### config.mk
export PLATFORM = sky130hd
export DESIGN_NAME = sw_debounce8
export DESIGN_NICKNAME = d
export VERILOG_FILES = /design/src/rtl/sw_debounce8.sv
export SDC_FILE = /design/constraint.sdc
export NUM_CORES = 1
export LEC_CHECK = 0
export CORE_MARGIN = 2
export CORE_UTILIZATION = 30
export CTS_CLUSTER_SIZE = 20
export DETAILED_ROUTE_END_ITERATION = 12
export PLACE_DENSITY = 0.57
export SLEW_MARGIN = 40
export SYNTH_ARGS = -nofsm -noshare
export SYNTH_HDL_FRONTEND = slang
export SYNTH_SLANG_ARGS = --single-unit
### constraint.sdc
create_clock -name clk -period 4.55 [get_ports clk]
set_clock_uncertainty 0.1 [all_clocks]
set_input_delay 0.91 -clock clk [delete_from_list [all_inputs] [get_ports clk]]
set_output_delay 0.91 -clock clk [all_outputs]
set_load 0.03 [all_outputs]
### src/rtl/sw_debounce8.sv
// sw_debounce8: eight-channel switch debouncer.
// Each raw switch bit is synchronized through two flops. The debounced output
// bit follows the synchronized level only after that level has differed from it
// for STABLE_CYCLES consecutive enabled cycles.
// A startup counter raises valid once the synchronizers and counters have had
// time to settle after reset.
// Optional feature macro: SW_DEBOUNCE8_EDGE_EN
//   defined   -> registered rise/fall/changed pulses are generated.
//   undefined -> rise/fall/changed are tied to 0 and no edge registers exist.
module sw_debounce8 #(
  parameter int STABLE_CYCLES = 4,
  parameter int CNT_W         = 16
) (
  input  logic       clk,
  input  logic       rst,
  input  logic [7:0] sw_in,
  input  logic       en,
  output logic [7:0] sw_out,
  output logic       valid,
  output logic       changed,
  output logic [7:0] rise,
  output logic [7:0] fall
);

  // Count value at which a differing bit is accepted.
  localparam logic [CNT_W-1:0] CNT_LAST = CNT_W'(STABLE_CYCLES - 1);
  // One extra bit so STABLE_CYCLES+2 always fits, even at the top of the range.
  localparam logic [CNT_W:0]   VALID_AT = (CNT_W + 1)'(STABLE_CYCLES + 2);

  logic [7:0]       s1_q, s1_d;
  logic [7:0]       s2_q, s2_d;
  logic [7:0]       sw_out_q, sw_out_d;
  logic [CNT_W-1:0] cnt_q [8];
  logic [CNT_W-1:0] cnt_d [8];
  logic [CNT_W:0]   start_cnt_q, start_cnt_d;
  logic             valid_q, valid_d;

  // Synchronizer, per-bit stability counters and debounced output next state.
  always_comb begin
    s1_d     = sw_in;
    s2_d     = s1_q;
    sw_out_d = sw_out_q;
    for (int i = 0; i < 8; i++) begin
      cnt_d[i] = cnt_q[i];
      if (en) begin
        if (s2_q[i] != sw_out_q[i]) begin
          // The >= compare also keeps the counter from ever wrapping.
          if (cnt_q[i] >= CNT_LAST) begin
            sw_out_d[i] = s2_q[i];
            cnt_d[i]    = '0;
          end else begin
            cnt_d[i] = cnt_q[i] + CNT_W'(1);
          end
        end else begin
          cnt_d[i] = '0;
        end
      end
    end
  end

  // Startup blanking: count enabled cycles until VALID_AT, then hold.
  always_comb begin
    start_cnt_d = start_cnt_q;
    if (en && (start_cnt_q != VALID_AT)) begin
      start_cnt_d = start_cnt_q + (CNT_W + 1)'(1);
    end
    valid_d = valid_q | (start_cnt_d == VALID_AT);
  end

  // Core state registers with synchronous reset.
  always_ff @(posedge clk) begin
    if (rst) begin
      s1_q        <= '0;
      s2_q        <= '0;
      sw_out_q    <= '0;
      start_cnt_q <= '0;
      valid_q     <= 1'b0;
      for (int i = 0; i < 8; i++) begin
        cnt_q[i] <= '0;
      end
    end else begin
      s1_q        <= s1_d;
      s2_q        <= s2_d;
      sw_out_q    <= sw_out_d;
      start_cnt_q <= start_cnt_d;
      valid_q     <= valid_d;
      for (int i = 0; i < 8; i++) begin
        cnt_q[i] <= cnt_d[i];
      end
    end
  end

  assign sw_out = sw_out_q;
  assign valid  = valid_q;

`ifdef SW_DEBOUNCE8_EDGE_EN
  logic [7:0] rise_q, rise_d;
  logic [7:0] fall_q, fall_d;
  logic       changed_q, changed_d;

  // Edge pulses line up with the cycle the new sw_out value first appears.
  always_comb begin
    rise_d    = sw_out_d & ~sw_out_q;
    fall_d    = ~sw_out_d & sw_out_q;
    changed_d = |(rise_d | fall_d);
  end

  // Edge pulse registers; reset clears them so reset never reports an edge.
  always_ff @(posedge clk) begin
    if (rst) begin
      rise_q    <= '0;
      fall_q    <= '0;
      changed_q <= 1'b0;
    end else begin
      rise_q    <= rise_d;
      fall_q    <= fall_d;
      changed_q <= changed_d;
    end
  end

  assign rise    = rise_q;
  assign fall    = fall_q;
  assign changed = changed_q;
`else
  assign rise    = '0;
  assign fall    = '0;
  assign changed = 1'b0;
`endif

endmodule

==> results.json <==
{
  "status": "finished, final reports clean",
  "globalplace.congestion": 0.7452,
  "core_mm2": 0.02036,
  "synthTopCellsByArea": "dfxtp_1 (54%), and2_1 (9.0%), nor2_1 (4.9%)",
  "rsz0062_at_grt": "false",
  "p_leak_nw": 2.817,
  "yosysUniqueCellTypes": 46,
  "regToRegStartpoint": "cnt_q[1][48]",
  "place_area_mm2": 0.006649,
  "finalHoldViolCount": 0,
  "use_met2_pct": 16.04,
  "place_inst": 923,
  "use_met1_pct": 14.10,
  "crit_chain": "clkdlybuf4s50_1, inv_1, buf_4, or3_1, a21oi_1, and2_1",
  "overflow": 0,
  "die_w_um": 148.4,
  "drt_iter0_drc": 259,
  "vdd_drop_max_mv": 0.2534,
  "cts_buffer_depth": 2,
  "slowest_stage": "clkdlybuf4s50_1",
  "drc": 0,
  "async_flop_share_pct": 0,
  "critPathRequiredTime_ns": 4.82,
  "vias_per_cell": 4.370,
  "path_class": "primary input to register",
  "dpl.hpwl_um": 7210,
  "hold_path_class": "register to register",
  "cp_num_cells": 6,
  "rows": 52,
  "synth_top_cell_by_area": "dfxtp_1",
  "cpPeakStageDelay_ns": 0.54,
  "final.setup.worst_slack_ns": 1.849,
  "cts_root_buffer": "clkbuf_16",
  "grt_pass1_wl_um": 18700,
  "critPathMaxFanout": 14,
  "fin_nets": 693,
  "hold_buffers": 0,
  "ys_warn_count": 0,
  "path_buf_inv": 3,
  "synth_seq_cells": 170,
  "setup_violations": 0,
  "cts_resized": 0,
  "cts_sinks": 170,
  "layout-drive-gt1-share_pct": 7.299,
  "syn_avg_cell_area_um2": 9.560,
  "r2r_slack_ns": 2.39,
  "met3_usage_pct": 3.252,
  "worstSetupEndpoint": "cnt_q[1][56]",
  "maxCapViolCount": 0,
  "clock.fmax_mhz": 370.2,
  "vias": 4173,
  "antenna_found_initial": 0,
  "seq_power_share_pct": 50.9,
  "cts_setup_buffers": 0,
  "ios": 37,
  "whs_ns": 0.3394,
  "ys_seq_area_share_pct": 54.43,
  "relSlewSlack_pct": 55.23,
  "start_util_pct": 30.70,
  "fin_total_pwr_mw": 2.956,
  "combPwrFrac_pct": 3.0,
  "synthCells": 654,
  "fin_crit_sh_pct": 59.36,
  "design_area_mm2": 0.007219,
  "dp_slack_ns": 1.386,
  "synth_top_area_share_pct": 54.43,
  "antenna_left": 0,
  "syn_area_mm2": 0.006252,
  "r2r_cells": 6,
  "final_cell_mix": "dfxtp_1 (170), and2_1 (90), nor2_1 (80), nand2_1 (31), a21oi_1 (29)",
  "fin_util_pct": 35.45,
  "slew_violations": 0,
  "crit_family": "buffers and inverters",
  "layoutNonFillerInstCount": 955,
  "sw_frac_of_total_pct": 23.65,
  "cts_tree": "yes",
  "port_buffers": 19,
  "startpoint": "en",
  "layout_commonest_cell": "dfxtp_1",
  "gr-max-usage-layer": "met2",
  "path_clk_slew_ns": 0.07,
  "worstReg2RegEnd": "cnt_q[1][56]",
  "numCtsBuffers": 17,
  "grt_pass1_vias": 3949,
  "setup_tns_ns": 0,
  "post-route-min-period_ns": 2.701,
  "grt_usage_pct": 10.56,
  "wire_per_inst_um": 11.36,
  "antenna_cells": 0,
  "end_kind": "register",
  "die-area_mm2": 0.02201,
  "synth_edf_count": 0,
  "p_sw_mw": 0.6993,
  "area_growth_pct": 15.47,
  "power.internal_mw": 2.257,
  "dieHeight_um": 148.4,
  "worst_pin_slew_ns": 0.6654,
  "p_per_area_mw_per_mm2": 409.5,
  "clkPwrFrac_pct": 46.1,
  "firstDrtPassIters": 4,
  "critPathArrivalTime_ns": 2.97,
  "grt_max_degree": 37,
  "synth-main-ff-cell": "dfxtp_1",
  "cts-htree-levels": 4,
  "cp-start-kind": "primary input",
  "routed_wl_um": 10850,
  "clock_latency_ns": 0.43
}
==> worst min-delay path by stage <==
| stage | start | endpoint | cells after the start |
|---|---|---|---|
| 2_1_floorplan | s1_q[0] | s2_q[0] | 1 |
| 3_3_place_gp | s1_q[6] | s2_q[6] | 1 |
| 3_5_place_dp | s1_q[7] | s2_q[7] | 1 |
| 4_1_cts | s1_q[7] | s2_q[7] | 1 |
| 5_1_grt | s1_q[7] | s2_q[7] | 1 |
| 6_report | s1_q[7] | s2_q[7] | 1 |
==> synth_stat cells (2+ instances only) <==
library cell	count
nor2b_1	18
a21oi_2	3
nand2b_1	3
inv_1	15
nand3_1	17
nand2_1	31
mux2i_1	3
nor3b_1	3
o21ai_0	4
clkbuf_1	16
and2_1	90
nor2_1	81
a21oi_1	29
dfxtp_1	170
nand4_1	19
a31oi_1	9
nor4_1	28
buf_1	3
and3_1	5
ha_1	10
xor2_1	17
o21ai_1	2
buf_4	17
nor3_1	12
buf_2	3
or3_1	8
xnor2_1	18
and4_1	2
==> registers in the layout, indices dropped and copies added (netlist names) <==
signal and count:
start_cnt_q 17, cnt_q 128, s1_q 8, s2_q 8, valid 1, sw_out 8
==> cell type report <==
type                       count  area [µm²]
clock buffer                  18       439.2
clock inverter                14       127.6
fill                        2045       13150
inverter                      15       56.30
multi-input combinational    444        2633
sequential                   170        3403
tap                          270       337.8
timing repair buffer          24       222.7
==> layer usage <==
layer / wire (µm) / vias to the layer above
met5: 0 / -
met4: 162 / 0
met3: 352 / 14
met2: 4624 / 57
met1: 5705 / 1895
li1: - / 2207
==> power groups by stage <==
stage | clock network (mW) | logic, mW | registers (mW)
after detailed placement | 0 | 0.0904 | 1.54
final | 1.36 | 0.0898 | 1.50
after global routing | 1.46 | 0.100 | 1.51
after global placement | 0 | 0.0897 | 1.54
after CTS | 1.41 | 0.0908 | 1.50
after floorplan | 0 | 0.0767 | 1.54
==> cells by family after synthesis <==
kind of cell	share of synthesized area [%]
other cells	0.05998
flops	54.43
buf+inv	4.583
compound gates	5.043
simple gates	28.26
mux	0.7204
fa+ha+maj	2.001
xor+xnor	4.903
No activity file was read; power rests on OpenSTA's default activity.
